===== config.mk =====
export PLATFORM = sky130hd
export DESIGN_NAME = btn_event_decoder
export DESIGN_NICKNAME = d
export VERILOG_FILES = /design/src/rtl/btn_event_decoder.sv
export SDC_FILE = /design/constraint.sdc
export NUM_CORES = 1
export LEC_CHECK = 0
export BUFFER_PORTS_ARGS = -buffer_cell sky130_fd_sc_hd__buf_2
export CORE_ASPECT_RATIO = 0.5
export CORE_MARGIN = 1.5
export CORE_UTILIZATION = 54
export DETAILED_ROUTE_END_ITERATION = 10
export PLACE_DENSITY = 0.82
export SYNTH_ARGS = -nofsm -noshare
export SYNTH_HDL_FRONTEND = slang
export SYNTH_SLANG_ARGS = --single-unit

===== constraint.sdc =====
create_clock -name clk_i -period 2.3 [get_ports clk_i]
set_clock_uncertainty 0.05 [all_clocks]
set_input_delay 0.23 -clock clk_i [delete_from_list [all_inputs] [get_ports clk_i]]
set_output_delay 0.23 -clock clk_i [all_outputs]
set_load 0.1 [all_outputs]

===== src/rtl/btn_event_decoder.sv =====
// Turns one debounced button level into one-cycle user events: press, click,
// long press, auto-repeat and release. All outputs come straight from registers.
module btn_event_decoder #(
  parameter int LONG_CYCLES   = 100_000_000,
  parameter int REPEAT_CYCLES = 25_000_000,
  parameter int CNT_W         = 27
) (
  input  logic clk_i,
  input  logic rst_n_i,
  input  logic btn_state_i,
  output logic press_o,
  output logic click_o,
  output logic long_press_o,
  output logic rpt_o,
  output logic release_o,
  output logic step_o,
  output logic held_o
);

  typedef enum logic [1:0] {
    WAIT_LOW = 2'd0,
    IDLE     = 2'd1,
    PRESSED  = 2'd2,
    REPEAT   = 2'd3
  } state_e;

  localparam logic [CNT_W-1:0] LONG_LAST = CNT_W'(LONG_CYCLES - 1);
  localparam logic [CNT_W-1:0] RPT_LAST  = CNT_W'(REPEAT_CYCLES - 1);

  state_e           state_q, state_d;
  logic [CNT_W-1:0] cnt_q, cnt_d;
  logic             press_q, press_d;
  logic             click_q, click_d;
  logic             long_q, long_d;
  logic             rpt_q, rpt_d;
  logic             rel_q, rel_d;
  logic             step_q, step_d;
  logic             held_q, held_d;

  always_comb begin
    state_d = state_q;
    cnt_d   = cnt_q;
    press_d = 1'b0;
    click_d = 1'b0;
    long_d  = 1'b0;
    rpt_d   = 1'b0;
    rel_d   = 1'b0;
    case (state_q)
      // A button held through reset must be seen low once before it counts.
      WAIT_LOW: begin
        if (!btn_state_i) begin
          state_d = IDLE;
          cnt_d   = '0;
        end
      end
      IDLE: begin
        if (btn_state_i) begin
          state_d = PRESSED;
          cnt_d   = '0;
          press_d = 1'b1;
        end
      end
      // A low sample beats a long press due on the same edge.
      PRESSED: begin
        if (!btn_state_i) begin
          state_d = IDLE;
          cnt_d   = '0;
          rel_d   = 1'b1;
          click_d = 1'b1;
        end else if (cnt_q == LONG_LAST) begin
          state_d = REPEAT;
          cnt_d   = '0;
          long_d  = 1'b1;
        end else begin
          cnt_d = cnt_q + 1'b1;
        end
      end
      REPEAT: begin
        if (!btn_state_i) begin
          state_d = IDLE;
          cnt_d   = '0;
          rel_d   = 1'b1;
        end else if (cnt_q == RPT_LAST) begin
          cnt_d = '0;
          rpt_d = 1'b1;
        end else begin
          cnt_d = cnt_q + 1'b1;
        end
      end
      default: begin
        state_d = WAIT_LOW;
        cnt_d   = '0;
      end
    endcase
    step_d = press_d | rpt_d;
    held_d = (state_d == PRESSED) || (state_d == REPEAT);
  end

  always_ff @(posedge clk_i) begin
    if (!rst_n_i) begin
      state_q <= WAIT_LOW;
      cnt_q   <= '0;
      press_q <= 1'b0;
      click_q <= 1'b0;
      long_q  <= 1'b0;
      rpt_q   <= 1'b0;
      rel_q   <= 1'b0;
      step_q  <= 1'b0;
      held_q  <= 1'b0;
    end else begin
      state_q <= state_d;
      cnt_q   <= cnt_d;
      press_q <= press_d;
      click_q <= click_d;
      long_q  <= long_d;
      rpt_q   <= rpt_d;
      rel_q   <= rel_d;
      step_q  <= step_d;
      held_q  <= held_d;
    end
  end

  assign press_o      = press_q;
  assign click_o      = click_q;
  assign long_press_o = long_q;
  assign rpt_o        = rpt_q;
  assign release_o    = rel_q;
  assign step_o       = step_q;
  assign held_o       = held_q;

endmodule


# --- After elaboration in Yosys (flattened, before gate mapping) ---
# Index checks and enable logic that the tools add are counted.
word_totals:
  register_bits: 36
  inputBits: 3
  output_inout_bits: 7
  word_cells: 47
classes:
  add_sub_neg: 1
  n_eq_ne: 9
  mux: 19
  bitwise: 1
  reduce_logical: 8
op_table:
  columns: ["cell", "count"]
  rows:
  - ["$mux 27", 6]
  - ["$pmux 27 s4", 1]
  - ["$add 27x1->27 const B", 1]
  - ["$eq 27x25->1 const B", 1]
  - ["$eq 27x27->1 const B", 1]
  - ["$eq 2x2->1 const B", 4]
  - ["$mux 2", 4]
  - ["$mux 1", 7]
  - ["$pmux 2 s3", 1]
  - ["$reduce_and 2->1", 3]
  - ["$ne 2x2->1 const B", 2]
  - ["$reduce_or 2->1", 2]
  - ["$reduce_and 3->1", 1]
  - ["$eq 2x1->1 const B", 1]
  - ["$logic_not 2->1", 1]
  - ["$logic_or 1x1->1", 1]
  - ["$or 1x1->1", 1]

# --- Longest topological paths before layout ---
depth:
  ltp_word: 6
  depth_mapped: 9
  ltp_nobuf: 8

# --- Worst setup path before layout ---
# No wires, ideal clock.
synth_path:
  path_kind: "reg-to-reg"
  from: "reg state_q[0]"
  to: "reg cnt_q[22]"
  setup_time_ns: 0.115
  t_arrival_ns: 2.155
  required_time_ns: 2.135
  setup_slack_ns: -0.021
  stages_incl_launch_ff: 9
  n_path_buf: 0
  synth_period_minus_slack_ns: 2.321
  path_cell_list: "dfxtp_1 > inv_1 > ha_1 > mux2_2 > or3_1 > or4_4 > nor2_1 > xnor2_1 > nor2_2"
synth_via:
  elab_chain_cells: 3
  elab_cells_between_ends: 8
  classes_between: "eq/ne (5); mux (1); reduce/logical (2)"
synth_lines:
  columns: ["element", "line_no", "text"]
  rows:
  - ["start: declaration", "30", "state_e state_q, state_d;"]
  - ["start signal: assignment", "111", "state_q <= state_d;"]
  - ["$eq 2x1->1 / $logic_not 2->1 (equally long branches)", "48", "case (state_q)"]
  - ["$ne 2x2->1 (no line)", null, null]
  - ["$reduce_and 2->1 (no line)", null, null]
  - ["end signal: assignment", "112", "cnt_q <= cnt_d;"]
  - ["end: declaration", "31", "logic [CNT_W-1:0] cnt_q, cnt_d;"]
# Parallel ways exist; a longest one is shown, timed or not.
# A chain may end at the register's enable or synchronous reset.

# --- Worst setup path after layout ---
layout_path:
  from: "reg state_q[1]"
  to: "reg cnt_q[24]"
# The elaborated chain is that of the path after synthesis.

==> impl_metrics.yaml <==
run_status:
  status: "complete, no violations"
global_route:
  grt_antenna_before_repair: 0
  grt_pass1_wl_um: 7038
  grt_pass1_vias: 1552
  grtUsageTotal_pct: 24.15
  grt_remaining_overflow: 0
  grt_max_degree: 16
timing:
  maxClockFrequency_ghz: 0.4505
  holdWs_ns: 0.2586
  worst_pin_slew_ns: 0.4845
  setup_ws_ns: 0.08027
  fin_crit_ns: 2.220
  setup_viol: 0
  period_share_pct: 96.51
  relSlewSlack_pct: 67.93
  finalSetupTns_ns: 0
  hold_violations: 0
  slew_violations: 0
clock_network:
  clk_latency_ns: 0.29
  ctsHoldBuffers: 0
  cts.reportedPaths.clkPinSlew_ns: 0.06
  cts_buffers: 5
  clock_path_buffers: 2
  cts_tree: "built"
  cts_sinks: 36
  htreeDepth: 2
  cts_setup_buffers: 0
  root_buffer: "clkbuf_8"
logic_synthesis:
  avgSynthCellArea_um2: 8.475
  ys.warnings.count: 0
  synth.top_cell.area_share_pct: 37.80
  synth_flop_cell: "dfxtp_1"
  synth-edff-count: 0
  async_flop_share_pct: 0
  synth_cell_types: 46
  syn_area_um2: 1907
  synth-seq-area-share_pct: 37.80
  synth_area_leaders: "dfxtp_1 (38%), nand3_1 (4.7%), xnor2_1 (4.6%), nor2_1 (4.5%), nand2_1 (4.3%)"
  synthCells: 225
  syn-num-nets: 234
  yosys.area.top_type: "dfxtp_1"
  ys_seq_elements: 36
floorplan:
  dieHeight_um: 45.02
  rows: 15
  die_x_um: 87.04
  dieArea_um2: 3918
  start_util_pct: 56.13
  num_io_pins: 10
  core-area_um2: 3397
worst_hold_path:
  hold_path.class: "input port to register"
  worstHoldPathCells: 3
worst_setup_path:
  critPathArrivalTime_ns: 2.36
  r2r_cells: 8
  worstSetupPathType: "register to register"
  path_max_fanout: 3
  cp.required_ns: 2.44
  endpoint_kind: "register"
  cp-start-kind: "register"
route:
  ant_nets: 0
  drc: 0
  drt_first_pass_iters: 4
  vias_per_cell: 5.652
  wl_per_cell_um: 14.17
  drt-initial-drc-count: 126
  route.vias.total: 1690
  wirelength_um: 4236
placed_design:
  post-place-cells: 294
  place_ws_ns: -0.001766
  place_congestion: 0.9204
  port_buffers: 9
  hpwl_um: 3044
power_and_ir_drop:
  p_leak_nw: 0.7872
  vdd_drop_max_uv: 233.7
  p_per_area_nw_per_um2: 540.2
finish:
  area_growth_pct: 15.88
  diodes: 0
  layout.cells.non_filler: 299
  final_cell_mix: "dfxtp_1 (35), nand2_1 (21), nor2_1 (21)"
  fin_nets: 259
  drive_above_1_share_pct: 22.58
  layout_commonest_cell: "dfxtp_1"
  nFillCells: 265
job:
  maxCapViolCount: 0
## cell usage after synthesis (all sizes together), types with 2 or more instances
master	count
nor3	12
dfxtp	36
xnor2	10
or4	2
a22o	5
a21oi	6
a21boi	2
and3	5
nand2	22
nor2	28
nor4	10
ha	6
inv	8
xor2	5
o21ai	10
a31oi	2
nor2b	3
or4b	2
nand3	18
nand4	7
buf	5
clkbuf	3
or2	3
## sequential cells by signal (all words and copies together) (netlist names)
| register | count |
|---|---|
| release_o | 1 |
| state_q | 2 |
| cnt_q | 27 |
| long_press_o | 1 |
| held_o | 1 |
| press_o | 1 |
| step_o | 1 |
| rpt_o | 1 |
| click_o | 1 |
## per-layer routing
layer / wire (um) / track usage, % / up-vias
met1: 1998 / 31.50 / 778
met5: 0 / 0 / -
li1: - / - / 845
met4: 88 / 14.19 / 0
met2: 1844 / 36.74 / 55
met3: 305 / 6.399 / 12
## worst paths after layout
check	end	from	slack [ns]
hold reg to reg	cnt_q[1]	cnt_q[1]	0.46
setup reg to reg	cnt_q[24]	state_q[1]	0.08
hold / removal	long_press_o	rst_n_i	0.26
setup / recovery	cnt_q[24]	state_q[1]	0.08
## report_power, final
group	switching, mW	internal [mW]	total [mW]	leakage [nW]
registers	0.00372	0.631	0.635	0.291
clock network	0.209	0.195	0.404	0.0359
logic	0.102	0.0529	0.155	0.461
total	0.315	0.879	1.19	0.787
## cells by family after synthesis
| kind of cell | synth area share, % |
|---|---|
| fa+ha+maj | 3.937 |
| xor+xnor | 6.889 |
| flops | 37.80 |
| compound gates | 11.94 |
| buf+inv | 4.527 |
| simple gates | 33.79 |
| mux | 1.115 |
## per-stage QoR
step                utilization, %  power (mW)  area, um^2
finish                       65.05       1.194        2210
global route                 65.05       1.237        2210
CTS                          64.01       1.192        2175
detailed placement           61.84      0.8023        2101
global placement             61.84      0.7990        2101
floorplan                        -      0.7588        1908
## critical path, stage by stage, from the launching register on
cell and delay, ns:
dfxtp_1 0.33, inv_1 0.07, ha_1 0.21, mux2_2 0.28, or3_4 0.33, or4_4 0.52
nor2_2 0.13, xnor2_1 0.14, nor2_1 0.06
## cell type report
type | count | area [um^2] | area share (%)
clock buffers | 5 | 68.82 | 3.114
multi-input cells | 173 | 1140 | 51.59
repair buffers | 26 | 185.2 | 8.381
well taps | 51 | 63.81 | 2.888
flip-flops and latches | 36 | 721.9 | 32.67
inverters | 8 | 30.03 | 1.359
## repair_timing
item                       CTS  global route
resized for setup            1             7
pin swaps                    0             2
setup endpoints to repair    1            24
Power figures use the tool's default switching activity.
